[src/rtl/alu_issue_seq_pkg.sv]
// Shared definitions for the ALU issue sequencer: ALU select codes,
// extended op codes and the sequencer state encoding.
package alu_issue_seq_pkg;

    // ALU function selects understood by the execution-stage ALU
    localparam logic [3:0] ALU_ADD = 4'd0;
    localparam logic [3:0] ALU_SUB = 4'd1;
    localparam logic [3:0] ALU_MUL = 4'd2;
    localparam logic [3:0] ALU_DIV = 4'd3;
    localparam logic [3:0] ALU_AND = 4'd4;
    localparam logic [3:0] ALU_OR  = 4'd5;
    localparam logic [3:0] ALU_XOR = 4'd6;
    localparam logic [3:0] ALU_GE  = 4'd7;
    localparam logic [3:0] ALU_LT  = 4'd8;
    localparam logic [3:0] ALU_EQ  = 4'd9;
    localparam logic [3:0] ALU_NE  = 4'd10;

    // Ops handled by the iterative divide loop rather than a single ALU pass
    localparam logic [3:0] OP_DIVU = 4'd11;
    localparam logic [3:0] OP_REMU = 4'd12;

    typedef enum logic [2:0] {
        ST_IDLE = 3'd0,
        ST_EXEC = 3'd1,
        ST_DCMP = 3'd2,
        ST_DSUB = 3'd3,
        ST_DZRO = 3'd4,
        ST_RESP = 3'd5
    } state_t;

    function automatic logic is_div_op(input logic [3:0] op);
        return (op == OP_DIVU) || (op == OP_REMU);
    endfunction

endpackage

[src/rtl/alu_issue_seq_if.sv]
// Request/response handshake bundle between issue logic and the sequencer.
// master = producer/consumer of operations, slave = the sequencer.
interface alu_issue_seq_if #(
    parameter int N = 64
) ();
    logic         req_valid;
    logic         req_ready;
    logic [3:0]   req_op;
    logic [N-1:0] req_a;
    logic [N-1:0] req_b;
    logic         resp_valid;
    logic         resp_ready;
    logic [N-1:0] resp_data;

    modport master (
        output req_valid, req_op, req_a, req_b, resp_ready,
        input  req_ready, resp_valid, resp_data
    );

    modport slave (
        input  req_valid, req_op, req_a, req_b, resp_ready,
        output req_ready, resp_valid, resp_data
    );
endinterface

[src/rtl/alu_issue_seq_div_step.sv]
// Restoring-division datapath for one quotient bit per DCMP/DSUB pair.
// Holds the partial remainder, shifting quotient and bit counter; the
// compare and subtract themselves are done by the external ALU.
module alu_issue_seq_div_step #(
    parameter int N = 64
) (
    input  logic         clk,
    input  logic         srst,
    input  logic         load,
    input  logic [N-1:0] dividend,
    input  logic         cmp_en,
    input  logic         sub_en,
    input  logic [N-1:0] alu_res,
    output logic [N-1:0] cand,
    output logic [N-1:0] t_q,
    output logic [N-1:0] rem_next,
    output logic [N-1:0] quo_next,
    output logic         last
);
    localparam int CW = $clog2(N + 1);

    logic [N-1:0]  rem_reg;
    logic [N-1:0]  quo_reg;
    logic [N-1:0]  t_reg;
    logic          ge_reg;
    logic [CW-1:0] cnt_reg;

    // Candidate remainder: shift the next dividend bit in from the quotient MSB
    assign cand = {rem_reg[N-2:0], quo_reg[N-1]};
    assign t_q  = t_reg;

    // Remainder restores to the candidate when the subtract was not allowed
    assign rem_next = ge_reg ? alu_res : t_reg;

    // Quotient shifts left one place, taking the compare outcome as new LSB
    assign quo_next[0] = ge_reg;
    generate
        for (genvar gi = 1; gi < N; gi++) begin : g_quo_shift
            assign quo_next[gi] = quo_reg[gi-1];
        end
    endgenerate

    // This subtract produces the final bit when only one iteration remains
    assign last = (cnt_reg == CW'(1));

    // Loop state: load on accept, capture compare, commit subtract
    always_ff @(posedge clk) begin
        if (srst) begin
            rem_reg <= '0;
            quo_reg <= '0;
            t_reg   <= '0;
            ge_reg  <= 1'b0;
            cnt_reg <= '0;
        end else if (load) begin
            rem_reg <= '0;
            quo_reg <= dividend;
            cnt_reg <= CW'(N);
        end else if (cmp_en) begin
            t_reg  <= cand;
            ge_reg <= alu_res[0];
        end else if (sub_en) begin
            rem_reg <= rem_next;
            quo_reg <= quo_next;
            cnt_reg <= cnt_reg - CW'(1);
        end
    end

endmodule

[src/rtl/alu_issue_seq.sv]
// ALU issue sequencer: accepts ops over valid/ready, drives the external
// combinational ALU from registered operands, and returns the result over
// a valid/ready response channel. Ops 11/12 (DIVU/REMU) run a restoring
// divide loop built from the ALU's >= and subtract functions.
// Optional macro ALU_ISSUE_DIV0_FAST_EN: divide/remainder by zero bypasses
// the loop and responds two edges after accept.
module alu_issue_seq
    import alu_issue_seq_pkg::*;
#(
    parameter int N = 64
) (
    input  logic         clk,
    input  logic         rst,
    alu_issue_seq_if.slave bus,
    output logic [N-1:0] alu_a,
    output logic [N-1:0] alu_b,
    output logic [3:0]   alu_sel,
    input  logic [N-1:0] alu_res
);
`ifdef ALU_ISSUE_DIV0_FAST_EN
    localparam bit DIV0_FAST = 1'b1;
`else
    localparam bit DIV0_FAST = 1'b0;
`endif

    state_t       state_reg;
    logic [3:0]   op_reg;
    logic [N-1:0] a_reg;
    logic [N-1:0] b_reg;
    logic         resp_valid_reg;
    logic [N-1:0] resp_data_reg;

    logic         accept;
    logic         div_load;
    logic [N-1:0] div_cand;
    logic [N-1:0] div_t;
    logic [N-1:0] div_rem_next;
    logic [N-1:0] div_quo_next;
    logic         div_last;

    assign bus.req_ready  = (state_reg == ST_IDLE) && !rst;
    assign bus.resp_valid = resp_valid_reg;
    assign bus.resp_data  = resp_data_reg;

    assign accept   = bus.req_valid && bus.req_ready;
    assign div_load = accept && is_div_op(bus.req_op);

    alu_issue_seq_div_step #(.N(N)) u_div_step (
        .clk      (clk),
        .srst     (rst),
        .load     (div_load),
        .dividend (bus.req_a),
        .cmp_en   (state_reg == ST_DCMP),
        .sub_en   (state_reg == ST_DSUB),
        .alu_res  (alu_res),
        .cand     (div_cand),
        .t_q      (div_t),
        .rem_next (div_rem_next),
        .quo_next (div_quo_next),
        .last     (div_last)
    );

    // ALU operand/select drive decoded from the current state; idle is all zero
    always_comb begin
        alu_a   = '0;
        alu_b   = '0;
        alu_sel = ALU_ADD;
        case (state_reg)
            ST_EXEC: begin
                alu_a   = a_reg;
                alu_b   = b_reg;
                alu_sel = op_reg;
            end
            ST_DCMP: begin
                alu_a   = div_cand;
                alu_b   = b_reg;
                alu_sel = ALU_GE;
            end
            ST_DSUB: begin
                alu_a   = div_t;
                alu_b   = b_reg;
                alu_sel = ALU_SUB;
            end
            default: begin
                alu_a   = '0;
                alu_b   = '0;
                alu_sel = ALU_ADD;
            end
        endcase
    end

    // Sequencer FSM with registered response outputs
    always_ff @(posedge clk) begin
        if (rst) begin
            state_reg      <= ST_IDLE;
            op_reg         <= '0;
            a_reg          <= '0;
            b_reg          <= '0;
            resp_valid_reg <= 1'b0;
            resp_data_reg  <= '0;
        end else begin
            case (state_reg)
                ST_IDLE: begin
                    if (accept) begin
                        op_reg <= bus.req_op;
                        a_reg  <= bus.req_a;
                        b_reg  <= bus.req_b;
                        if (is_div_op(bus.req_op)) begin
                            if (DIV0_FAST && (bus.req_b == '0)) begin
                                state_reg <= ST_DZRO;
                            end else begin
                                state_reg <= ST_DCMP;
                            end
                        end else begin
                            state_reg <= ST_EXEC;
                        end
                    end
                end
                ST_EXEC: begin
                    resp_data_reg  <= alu_res;
                    resp_valid_reg <= 1'b1;
                    state_reg      <= ST_RESP;
                end
                ST_DCMP: begin
                    state_reg <= ST_DSUB;
                end
                ST_DSUB: begin
                    if (div_last) begin
                        resp_data_reg  <= (op_reg == OP_DIVU) ? div_quo_next : div_rem_next;
                        resp_valid_reg <= 1'b1;
                        state_reg      <= ST_RESP;
                    end else begin
                        state_reg <= ST_DCMP;
                    end
                end
                ST_DZRO: begin
                    resp_data_reg  <= (op_reg == OP_DIVU) ? '1 : a_reg;
                    resp_valid_reg <= 1'b1;
                    state_reg      <= ST_RESP;
                end
                ST_RESP: begin
                    if (bus.resp_ready) begin
                        resp_valid_reg <= 1'b0;
                        state_reg      <= ST_IDLE;
                    end
                end
                default: begin
                    state_reg      <= ST_IDLE;
                    resp_valid_reg <= 1'b0;
                end
            endcase
        end
    end

endmodule

[src/flat_wrapper.sv]
// flat-port wrapper written by rule: the top's interface ports become plain ports
module alu_issue_seq_flat import alu_issue_seq_pkg::*;
#(
    parameter int N = 64
)
  (clk, rst, alu_a, alu_b, alu_sel, alu_res, bus_req_valid, bus_req_op, bus_req_a, bus_req_b, bus_resp_ready, bus_req_ready, bus_resp_valid, bus_resp_data);
  alu_issue_seq_if #(.N(N)) bus_i ();
  input  logic clk;
  input  logic rst;
  output logic [N-1:0] alu_a;
  output logic [N-1:0] alu_b;
  output logic [3:0] alu_sel;
  input  logic [N-1:0] alu_res;
  input wire logic [$bits(bus_i.req_valid)-1:0] bus_req_valid;
  input wire logic [$bits(bus_i.req_op)-1:0] bus_req_op;
  input wire logic [$bits(bus_i.req_a)-1:0] bus_req_a;
  input wire logic [$bits(bus_i.req_b)-1:0] bus_req_b;
  input wire logic [$bits(bus_i.resp_ready)-1:0] bus_resp_ready;
  output wire logic [$bits(bus_i.req_ready)-1:0] bus_req_ready;
  output wire logic [$bits(bus_i.resp_valid)-1:0] bus_resp_valid;
  output wire logic [$bits(bus_i.resp_data)-1:0] bus_resp_data;
  assign bus_i.req_valid = bus_req_valid;
  assign bus_i.req_op = bus_req_op;
  assign bus_i.req_a = bus_req_a;
  assign bus_i.req_b = bus_req_b;
  assign bus_i.resp_ready = bus_resp_ready;
  assign bus_req_ready = bus_i.req_ready;
  assign bus_resp_valid = bus_i.resp_valid;
  assign bus_resp_data = bus_i.resp_data;
  alu_issue_seq #(.N(N)) u_core (.clk(clk), .rst(rst), .bus(bus_i), .alu_a(alu_a), .alu_b(alu_b), .alu_sel(alu_sel), .alu_res(alu_res));
endmodule
[config.mk]
export PLATFORM = sky130hd
export DESIGN_NAME = alu_issue_seq_flat
export DESIGN_NICKNAME = d
export VERILOG_FILES = /design/src/rtl/alu_issue_seq_pkg.sv /design/src/rtl/alu_issue_seq_if.sv /design/src/rtl/alu_issue_seq_div_step.sv /design/src/rtl/alu_issue_seq.sv /design/src/flat_wrapper.sv
export SDC_FILE = /design/constraint.sdc
export NUM_CORES = 1
export LEC_CHECK = 0
export CAP_MARGIN = 25
export CORE_MARGIN = 8
export CORE_UTILIZATION = 33
export CTS_BUF_LIST = sky130_fd_sc_hd__clkbuf_4 sky130_fd_sc_hd__clkbuf_8
export DETAILED_ROUTE_END_ITERATION = 8
export MAX_ROUTING_LAYER = met4
export SYNTH_ARGS = -nofsm -noshare
export SYNTH_HDL_FRONTEND = slang
export SYNTH_HIERARCHICAL = 1
export SYNTH_SLANG_ARGS = --single-unit
[constraint.sdc]
create_clock -name clk -period 2.89 [get_ports clk]
set_input_delay 0.867 -clock clk [delete_from_list [all_inputs] [get_ports clk]]
set_output_delay 0.867 -clock clk [all_outputs]
set_load 0.02 [all_outputs]
Word level (Yosys, flattened, before mapping)

Cells that the tools add are included.

$add $sub $neg: 1
Equal/unequal tests: 13
Mux-type cells: 22
Bitwise gates (word level): 3
Reduce and logical (&&, ||, !) cells: 19

Operator list:

| cell                                                                    | number |
|---|---|
| 64-bit two-way mux                                                      | 8 |
| 64-bit case mux with 3 select lines                                     | 2 |
| 7-bit two-way mux                                                       | 3 |
| 3-bit case mux with 5 select lines                                      | 1 |
| 4-bit == test, second input constant                                    | 3 |
| 4-bit case mux with 3 select lines                                      | 1 |
| 2-bit AND reduction                                                     | 6 |
| 3-bit two-way mux                                                       | 3 |
| 7-bit by 1-bit == test with 1-bit output, second input constant         | 1 |
| 7-bit by 1-bit subtractor with 7-bit output, second input constant      | 1 |
| 3-bit by 2-bit == test with 1-bit output, second input constant         | 2 |
| 3-bit == test, second input constant                                    | 2 |
| 2-bit by 1-bit inequality test with 1-bit output, second input constant | 3 |
| 2-bit OR reduction                                                      | 3 |
| 1-bit case mux with 4 select lines                                      | 1 |
| 3-bit by 1-bit == test with 1-bit output, second input constant         | 1 |
| 1-bit logical AND                                                       | 3 |
| 3-bit logical NOT                                                       | 1 |
| 1-bit NOT                                                               | 3 |
| 3-bit AND reduction                                                     | 1 |
| 3-bit nonzero test                                                      | 1 |
| 3-bit OR reduction                                                      | 1 |
| 1-bit two-way mux                                                       | 2 |
| 2-bit two-way mux                                                       | 1 |
| 4 further kinds                                                         | 4 |

Bits in registers: 399
Output and inout bits: 198
Logic and storage cells: 70

Logic depth before layout (Yosys ltp)

Gate-level depths: netlist (run 1).

Depth after elaboration: 6
Gate-level depth with buffers: 9
Mapped depth without buffers: 7

Hierarchy

Netlist (run 1), hierarchy kept.

Modules (own cells, without submodules):

| module                 | times used | cells each | area each (um^2) |
|---|---|---|---|
| alu_issue_seq          | 1          | 1,471      | 10,612.7 |
| alu_issue_seq_div_step | 1          | 1,025      | 8,167.8 |

Worst setup path after synthesis (run 1)

No wires, ideal clock.

Path type: input to register
Start point: input port rst
End point: register u_core.u_div_step.rem_reg[30]
Setup time: 0.121 ns
Arrival: 2.723 ns
Path slack: 0.047 ns
Cell stages on the path: 9
Buffers on the path: 4
Cell sequence: nor4_2 -> nand2_1 -> clkbuf_1 -> nor2_1 -> or2_2 -> clkbuf_1 -> buf_2 -> buf_2 -> nor3_1

Longest elaborated chain between the ends: 5

RTL lines:

| what                         | line                         | RTL |
|---|---|---|
| from (decl)                  | flat_wrapper.sv:9            | `input logic rst;` |
| 1-bit logical NOT            | alu_issue_seq.sv:41          | `assign bus.req_ready = (state_reg == ST_IDLE) && !rst;` |
| 1-bit logical AND            | alu_issue_seq.sv:41          |  |
| 1-bit logical AND            | alu_issue_seq.sv:45          | `assign accept = bus.req_valid && bus.req_ready;` |
| 1-bit logical AND            | alu_issue_seq.sv:46          | `assign div_load = accept && is_div_op(bus.req_op);` |
| net u_core.div_load          | alu_issue_seq.sv:34          | `logic div_load;` |
| 2-bit OR reduction (no line) | n/a                          |  |
| to (signal assigned)         | alu_issue_seq_div_step.sv:62 | `rem_reg <= rem_next;` |
| to (decl)                    | alu_issue_seq_div_step.sv:22 | `logic [N-1:0] rem_reg;` |

The timed path passes the listed nets, and every way through them passes these cells.
A chain may end at the register's enable or synchronous reset.

Worst setup path after layout (run 1)

Start point: register u_core.state_reg[1]
End point: output port alu_a[29]

Longest elaborated chain between the ends: 2
Elaborated cells on any way between the ends: 4

RTL lines:

| what                                                                                                        | line                 | RTL |
|---|---|---|
| from (decl)                                                                                                 | alu_issue_seq.sv:26  | `state_t state_reg;` |
| from (signal assigned)                                                                                      | alu_issue_seq.sv:95  | `state_reg <= ST_IDLE;` |
| from (signal assigned)                                                                                      | alu_issue_seq.sv:110 | `state_reg <= ST_DZRO;` |
| from (signal assigned)                                                                                      | alu_issue_seq.sv:112 | `state_reg <= ST_DCMP;` |
| 3-bit by 2-bit == test with 1-bit output / 3-bit by 1-bit == test with 1-bit output (equally long branches) | alu_issue_seq.sv:68  | `case (state_reg)` |
| 64-bit case mux with 3 select lines *                                                                       | alu_issue_seq.sv:68  |  |
| to (decl)                                                                                                   | flat_wrapper.sv:10   | `output logic [N-1:0] alu_a;` |

Every way passes the cells marked *; elsewhere a longest branch is shown, timed or not.

==> results of run 1 <==
[worst min-delay path, stage by stage (launching register included)]
cell                      delay (ns)
sky130_fd_sc_hd__dfxtp_1        0.30
sky130_fd_sc_hd__nand3_1        0.06
sky130_fd_sc_hd__nand2_1        0.04
[worst max-delay path by stage]
stage                        start                             to  cells past startpoint
3_5_place_dp         bus_req_op[2]  u_core/u_div_step/rem_reg[54]                      8
5_1_grt        u_core/state_reg[1]                      alu_a[29]                      7
2_1_floorplan                  rst  u_core/u_div_step/rem_reg[30]                      9
4_1_cts        u_core/state_reg[1]                       alu_a[2]                      8
6_report       u_core/state_reg[1]                      alu_a[29]                      7
3_3_place_gp         bus_req_op[2]  u_core/u_div_step/quo_reg[42]                      9
[cell type report]
type | instances | area (um2) | share of cell area [%]
Sequential cell | 399 | 8000 | 30.6
Timing Repair Buffer | 485 | 5240 | 20.1
Clock inverter | 19 | 141 | 0.541
Clock buffer | 118 | 1490 | 5.69
Inverter | 69 | 264 | 1.01
Multi-Input combinational cell | 1813 | 10000 | 38.4
Tap cell | 756 | 946 | 3.62
[power by group]
part	switching, uW	internal [uW]	total, uW
Combinational	1430	1100	2530
Sequential	221	5820	6040
Clock	2600	3370	5970
[layer usage]
layer | track usage, % | vias to the layer above
li1 | - | 9106
met1 | 29.6 | 9288
met2 | 38.1 | 963
met3 | 4.60 | 145
met4 | 7.70 | 0
met5 | - | -
[through the flow]
step	std cells	hold slack (ns)	instance area, um2	setup slack (ns)	TNS, ns
5_1_grt	3659	0.462	26100	-0.251	-19.41
4_1_cts	3655	0.451	26000	-0.240	-17.04
3_3_place_gp	3491	0.436	23600	-0.120	-12.13
2_1_floorplan	2496	0.429	18800	0.0468	0
3_5_place_dp	3491	0.441	23600	-0.126	-10.84
6_report	3659	0.447	26100	-0.198	-8.19
[logic make-up (layout without fill, tap and decap cells)]
kind of cell,Yosys count,in the layout
AOI/OAI and AO/OA,345,345
adders and majority gates,2,2
DFF,399,399
xor gates and xnor gates,1,1
muxes,128,128
and+or+nand+nor,1337,1337
buffers and inverters,284,691
[cell usage after synthesis, types with 3 or more instances]
library cell / count / area, um2
sky130_fd_sc_hd__a21oi_1: 74 / 370
sky130_fd_sc_hd__a22oi_1: 64 / 480
sky130_fd_sc_hd__a311oi_1: 64 / 561
sky130_fd_sc_hd__and2_1: 66 / 413
sky130_fd_sc_hd__and3_1: 65 / 407
sky130_fd_sc_hd__buf_1: 26 / 97.6
sky130_fd_sc_hd__buf_2: 59 / 295
sky130_fd_sc_hd__buf_4: 12 / 90.1
sky130_fd_sc_hd__clkbuf_1: 118 / 443
sky130_fd_sc_hd__dfxtp_1: 399 / 7990
sky130_fd_sc_hd__inv_1: 68 / 255
sky130_fd_sc_hd__mux2_2: 128 / 1440
sky130_fd_sc_hd__nand2_1: 717 / 2690
sky130_fd_sc_hd__nand2b_1: 4 / 25.0
sky130_fd_sc_hd__nand3_1: 132 / 661
sky130_fd_sc_hd__nor2_1: 264 / 991
sky130_fd_sc_hd__nor2b_1: 4 / 25.0
sky130_fd_sc_hd__nor3_1: 64 / 320
sky130_fd_sc_hd__nor3b_1: 3 / 22.5
sky130_fd_sc_hd__o21ai_0: 56 / 280
sky130_fd_sc_hd__o21ai_1: 12 / 60.1
sky130_fd_sc_hd__o221ai_1: 64 / 561
[timing repair]
item / 4_1_cts / 5_1_grt
hold endpoints to repair: 0 / 0
buffers inserted: 14 / 4
resized for setup: 489 / 40
pin swaps: 39 / 27
cloned: 13 / 3
setup endpoints to repair: 133 / 133
==> impl_summary.md, run 1 <==
Routing
The detailed route wirelength on metal3 is 6460 um. The mean number of vias per cell is approximately 5.3. The iteration-0 DRC count of the detailed router is 1846. The detailed route wirelength on metal2 is 37400 um. The met1 routed wirelength after detailed routing is 33200 um.

The routed via count is 19500. The first-pass detailed-route iteration total is 6. The average wire per cell in the routed design is 21.5 um. Once detail routing completed, the nets flagged for antenna violations numbered 0. The wire length reported by the detailed router is 78800 um. After detailed routing, the number of remaining DRC violations is 0. The uppermost layer routed is met4.

Logic synthesis
The flip-flop and latch count after synthesis is 399. The cell area after synthesis is 18800 um2. Multiplexer cells account for 7.67% of the synthesized area. The complex-gate fraction of the synthesized area is 12.8%. For this run, asynchronously set or reset flops after synthesis account for 0%.

The synthesized netlist devotes 30.5% of its cell area to simple gates. The post-synthesis cell type count is 49. The adder and majority cell fraction of the synthesized area is 0.133%. By area, the combinational part of the netlist is dominated by simple AND/OR/NAND/NOR gates. The count of yosys warnings during synthesis is 6. The area share of xor/xnor cells in the synthesized design is 0.0466%.

In the synthesized netlist the dominant register cell turns out to be sky130_fd_sc_hd__dfxtp_1. The post-synthesis cell count is 2496. The mean instance size in the synthesized netlist is 7.52 um2.

Counting flops with a built-in enable in the synthesized netlist gives 0. When the netlist entered floorplanning its net count stood at about 2700. The sequential element share of the synthesized area is between 40% and 50%.

CTS
The clock input transition at the sequential cells of the worst setup and hold paths is approximately 0.060 ns. The clock buffer count from CTS is 75. The post-cts hold buffer count is 0. The TritonCTS clock tree is yes.

The latest clock arrival within the worst-skew pair is 0.66 ns. The tree is rooted in a sky130_fd_sc_hd__clkbuf_8. The clock sink count is 399.

The clock passes through at most 3 buffers. CTS built an H-tree with a depth of 3.

Global routing
The initial antenna violation count came to 2. Across every metal layer, demand over resource in global routing totals 23.6%. Global routing finished with a remaining overflow of 0. Entering global routing, the biggest net connects 137 pins. The number of global-route vias before repair is 19400. The first global-routing pass estimated 117000 um of wire.

Placement
The wire-length estimate of the detail-placed layout is 47200 um. Routability-driven placement finished with a final weighted congestion of 0.852. During placement, the flow inserted port buffers numbering 397.

Pwr
The ratio of total power to cell area is 557 nW/um2. The analysis attributes to cell leakage a power of 0.0104 uW. The overall power consumption is 14500 uW. The worst vdd rail ir drop is about 340 uV.

Timing
The final period demand of the worst path is 3.09 ns. The final number of hold-violating endpoints is 0. The max-slew violation count is 0. Measured against its own limit, the worst slew margin works out to 44.3%.

Setup repair after global routing could not meet its margin everywhere. The slew at the pin closest to its max-slew limit is 0.836 ns. Setup violations remaining at the end of the flow were counted as 118. Timing would allow up to 324 MHz. The minimum setup slack in the final design is -0.198 ns. Between clock sinks in the finished design, the worst skew comes to ~0.044 ns.

Dividing the final minimum period by the clock period gives 107%.

Setup path
Counting cells, the worst reg-to-reg path comes to 9. The nature of the critical path startpoint is a flop. The cell repeated most along the worst path is sky130_fd_sc_hd__buf_12. For the worst setup path, the data required time is 2.02 ns. The critical path class is reg2out. The critical path goes through buf_12 -> nor2b_4 -> buf_12 -> buf_16 -> a22oi_2 -> nor2_2 -> buf_6. The number of buffers and inverters on the critical path is 4. The startpoint of the lowest-slack register-to-register path is u_core/state_reg[0]. The endpoint identified for the worst register-to-register timing path is u_core/bus.resp_data[22]. The data arrival time at the worst-slack endpoint is ~2.2 ns. Among cell families on the critical path, the largest total delay comes from buffers and inverters.

The category of the worst setup path capture point is a primary output. The longest individual stage delay on the worst path is between 0.3 and 0.4 ns. Among all stages on the critical path, the largest delay is contributed by sky130_fd_sc_hd__dfxtp_4.

Across all register-to-register paths, the minimum setup slack is 0.08 ns. Along the worst path, the maximum fanout reaches 15.

Floorplan
The width of the chip is around 250 um. The effective utilization at floorplan is between 30% and 40%. The floorplan has 87 rows. The core region is 56400 um2. Pin placement for this block handled 398 I/O pins.

The overall die height is 255 um. The die covers about 65000 um2.

Min path
The path class of the tightest hold or removal check is reg2reg. The depth of the worst hold-timing path is 2. The startpoint identified for the worst hold timing path is u_core/b_reg[29]. The worst hold path endpoint is u_core/b_reg[29].

Cells and area
Cells with a size suffix above 1 make up a little under a fifth of the layout. In the layout the commonest cells are 716 x sky130_fd_sc_hd__nand2_1, 395 x sky130_fd_sc_hd__dfxtp_1, 263 x sky130_fd_sc_hd__clkdlybuf4s50_1. After filler insertion, the fill cell instance count of the layout stands at 5624.

Relative to the synthesized area, the layout overhead comes to 39.0%. Measured on the finished design, the core utilization comes to 46.3%. After the last flow step, the layout net total stands at 3045. 0 antenna diodes ended up in the layout. The library cell used most frequently in the layout, excluding fill and tap cells, is sky130_fd_sc_hd__nand2_1.

Job
Across the run, the number of max-cap violations was 0.

Status
The run finished, with violations left. The final reports fail on setup timing.
Power figures use the tool's default switching activity.
==> inputs of run 2 (changes only) <==
--- a/config.mk
+++ b/config.mk
@@ -5,6 +5,7 @@
 export SDC_FILE = /design/constraint.sdc
 export NUM_CORES = 1
 export LEC_CHECK = 0
+export ABC_AREA = 1
 export CAP_MARGIN = 25
 export CORE_MARGIN = 8
 export CORE_UTILIZATION = 33
==> impl_summary.md, run 2 <==
Logic synthesis
The flip-flop and latch count after synthesis came to 399 (unchanged). In the post-synthesis netlist, the cell with the most instances is sky130_fd_sc_hd__nand2_1. The count of flip-flops with a built-in enable after synthesis is 0 (unchanged). The area share of xor/xnor cells in the synthesized design was 0% (-0.047 points). The complex-gate fraction of the synthesized area came to 19.5% (+6.7 points). The share of the synthesized area in the top cell type is 41.6% (-0.95 points).

The area share of and/or/nand/nor cells after synthesis came to 28.5% (-1.9 points). The mean instance size in the synthesized netlist was 6.69 um2 (-11%). The post-synthesis cell count is 2870 (+15%). The count of yosys warnings during synthesis is 6 (unchanged).

The dominant register cell in the synthesized netlist is sky130_fd_sc_hd__dfxtp_1. The sequential element share of the synthesized area is 41.6% (-0.95 points). The cell area after synthesis is 19200 um2 (+2.3%). The biggest area contributor in the post-synthesis netlist is sky130_fd_sc_hd__dfxtp_1. The post-synthesis async set-or-reset flop share came to 0% (unchanged). After synthesis, the largest family of logic cells by area is simple AND/OR/NAND/NOR gates. The synthesized net count is 3072 (+14%). The mux cell area share after synthesis is 0% (-7.7 points). The post-synthesis cell type count is 27 (-45%). After synthesis, the cell types taking the most area are sky130_fd_sc_hd__dfxtp_1 42%, sky130_fd_sc_hd__nand2_1 15%, sky130_fd_sc_hd__o21ai_0 7.9%. The adder and majority cell fraction of the synthesized area came to 0.130% (-0.0030 points).

In the synthesized netlist, the cells that appear most often are 792 x sky130_fd_sc_hd__nand2_1, 399 x sky130_fd_sc_hd__dfxtp_1, 338 x sky130_fd_sc_hd__nor2_1, 302 x sky130_fd_sc_hd__o21ai_0, 232 x sky130_fd_sc_hd__inv_1.

Global routing
The largest net degree at the start of global routing is 115 (-16%). The number of global-route vias before repair is 19900 (+2.8%). The wire length of the first global-routing pass is 117000 um (+0.19%). The global-route usage over all layers was 22.6% (-0.98 points).

The leftover overflow at the end of global routing came to 0 (unchanged). The initial antenna violation count is 5 (+3).

Cells and area
The share of post-route cells with drive strength above 1 is 13.2% (-5.4 points). The top cell types in the final layout, fill and taps aside, are 774 x sky130_fd_sc_hd__nand2_1, 395 x sky130_fd_sc_hd__dfxtp_1, 332 x sky130_fd_sc_hd__nor2_1. The area added between synthesis and finish is 37.4%. The final-stage net count was 3440 (+13%). The area of all placed cells without fillers is 26400 um2 (+1.1%). Leaving out fill and tap cells, the most frequent cell in the layout is sky130_fd_sc_hd__nand2_1.

Timing
The setup-violating endpoint count in the final report is 47 (-60%). Setup repair after global routing could not meet its margin everywhere. The worst setup skew after layout came to 0.0222 ns (-0.0216 ns). The slew at the pin closest to its max-slew limit is 0.962 ns (+0.126 ns). The share of the cycle needed by the critical path after routing is 105% (-1.6 points). The max-slew violation count is 0 (unchanged). The tightest slew margin relative to the limit is 35.9% (-8.4 points). The final period demand of the worst path came to 3.04 ns (-0.0467 ns). The worst slack on hold paths is 0.467 ns (+0.0202 ns). The final number of hold-violating endpoints is 0 (unchanged). The minimum setup slack in the final design is -0.152 ns (+0.0467 ns). The upper clock frequency limit is 329 MHz (+1.5%).

Setup path
In this run the critical register-to-register path is launched from u_core/state_reg[2]. The endpoint required time on the critical path is 2.02 ns (about the same). The critical path's top delay family is buffers and inverters.

The largest driver fanout on the critical path is 6 (-9). The worst-case register-to-register setup slack is 0.31 ns (+0.23 ns). The critical path goes through buf_6 -> nor2_4 -> buf_12 -> buf_12 -> buf_12 -> buf_6 -> nand2_2 -> o211ai_1 -> buf_4. The worst setup path is of the reg2out kind.

On the critical path, the stage with the largest delay is an instance of sky130_fd_sc_hd__dfxtp_4. The cell depth of the worst flop-to-flop path was 13 (+4). The cell repeated most along the worst path is sky130_fd_sc_hd__buf_12. The endpoint identified for the worst register-to-register timing path is u_core/bus.resp_data[54].

STA classifies the critical path endpoint as a primary output. The nature of the critical path startpoint is a flop. The longest individual stage delay on the worst path came to 0.37 ns (about the same). The critical path buffer and inverter count came to 6 (+2).

The data arrival time at the worst-slack endpoint came to 2.17 ns (-0.05 ns).

Min path
For hold timing, the worst endpoint is u_core/u_div_step/t_q[8]. The depth of the worst hold-timing path is 2 (unchanged). The startpoint identified for the worst hold timing path is u_core/u_div_step/t_q[8]. The class of the tightest hold or removal check is reg2reg.

Floorplan
The overall die height came to 257 um (+1.1%). The effective utilization at floorplan is 33.4% (+0.054 points). The width of the chip is 257 um (+1.1%). The area of the die came to 66200 um2 (+2.1%).

The placeable core area came to 57600 um2 (+2.1%). The number of standard-cell rows in the floorplan was 88 (+1.1%). The count of pins on the block boundary is 398 (unchanged).

Pwr
The part of the power in registers was 34.7% (-6.8 points). The net switching share of the total power came to 36.5% (+7.2 points). The fraction of power consumed by combinational cells is 35.1% (+18 points).

The clock share of power came to 30.2% (-11 points). The switching power is 7440 uW (+75%). The cell leakage power was 0.0110 uW (+5.2%). The design internal power is 13000 uW (+26%). The ratio of total power to cell area is 773 nW/um2 (+39%). The worst vdd rail ir drop is 483 uV (+43%).

Routing
The average wire per cell in the routed design is 18.7 um (-13%). The first-pass detailed-route iteration total is 6 (unchanged). The number of DRC violations after detailed routing is 0 (unchanged). The wire length reported by the detailed router is 76000 um (-3.5%). The iteration-0 DRC count of the detailed router came to 1484 (-20%). The routed via count was 20200 (+3.4%). The final antenna-violating net count is 0 (unchanged).

The mean number of vias per cell is 4.96 (-7.0%).

Placement
The number of buffer cells added on primary ports was 397 (unchanged). The placed wire-length estimate after detailed placement is 48900 um (+3.7%). The post-place instance area was 24000 um2 (+1.7%).

The weighted congestion reported at the end of routability-driven placement is 0.816 (-4.2%).

CTS
The number of H-tree levels came to 3 (unchanged). The root buffer selected by CTS is sky130_fd_sc_hd__clkbuf_8. The clock sink count is 399 (unchanged). The buffer depth of the longest clock path is 3 (unchanged).

The latest clock arrival within the worst-skew pair is 0.65 ns (about the same). The post-cts hold buffer count is 0 (unchanged). The TritonCTS clock tree is yes.

The clock buffer count from CTS is 77 (+2.7%). The clock input transition at the sequential cells of the worst setup and hold paths is 0.06 ns (about the same).

Status
The checks that failed: setup timing. The flow ran to the end, but the final reports show violations.

Job
The max-cap check violation count is 0 (unchanged).
-- run 2: cells by family after synthesis --
logic type | after synthesis
fa+ha+maj | 2
buf+inv | 468
simple gates | 1339
flops | 399
compound gates | 662
-- run 2: cell type report --
type                       instances  area, um2
fill                            5899      31200
tap                              765        957
inverter                         239        918
antenna                            9       22.5
clock inverter                    11        141
sequential                       399       8000
timing repair buffer             518       5300
clock buffer                     124       1530
multi-input combinational       2003       9530
-- run 2: power groups by stage --
stage | clock network (uW) | registers, uW | logic, uW
after floorplan | 0 | 7610 | 3260
after CTS | 6330 | 7080 | 7160
after global placement | 0 | 7140 | 6770
after global routing | 6590 | 7210 | 7830
final | 6160 | 7090 | 7170
after detailed placement | 0 | 7150 | 6790
-- run 2: routing by layer --
metal	wire (um)	GRT usage, %	vias up
met2	33800	34.4	807
met5	0	-	-
met1	33300	28.3	9143
met4	2190	7.54	0
met3	6730	7.11	137
li1	-	-	10100
-- run 2: timing repair --
item | in CTS | in global routing
gates cloned | 9 | 2
setup buffers | 26 | 16
setup endpoints to repair | 133 | 128
resized for setup | 394 | 181
pin swaps | 24 | 31
-- run 2: how the worst max path moves through the flow --
| stage | start | end | depth (start not counted) |
|---|---|---|---|
| 6_report | u_core/state_reg[2] | alu_a[40] | 9 |
| 5_1_grt | u_core/state_reg[2] | alu_a[40] | 9 |
| 4_1_cts | u_core/state_reg[0] | alu_a[58] | 8 |
| 3_5_place_dp | u_core/state_reg[2] | alu_a[61] | 7 |
| 3_3_place_gp | u_core/state_reg[2] | alu_sel[2] | 7 |
| 2_1_floorplan | rst | bus_req_ready | 4 |
-- run 2: tightest hold or removal path, stage by stage, from the launching register on --
cell and delay [ns]:
sky130_fd_sc_hd__dfxtp_1 0.31, sky130_fd_sc_hd__inv_1 0.06, sky130_fd_sc_hd__a21oi_1 0.05
-- run 2: through the flow --
stage          setup WS, ns  utilization (%)  setup TNS (ns)  total power [uW]  cells
5_1_grt              -0.247             45.8          -10.49             21600   4064
3_3_place_gp         0.0735             41.7               0             13900   3877
6_report             -0.152             45.9           -2.91             20400   4068
3_5_place_dp         0.0532             41.7               0             13900   3877
2_1_floorplan         0.215                -               0             10900   2870
4_1_cts              -0.213             45.7          -14.60             20600   4047
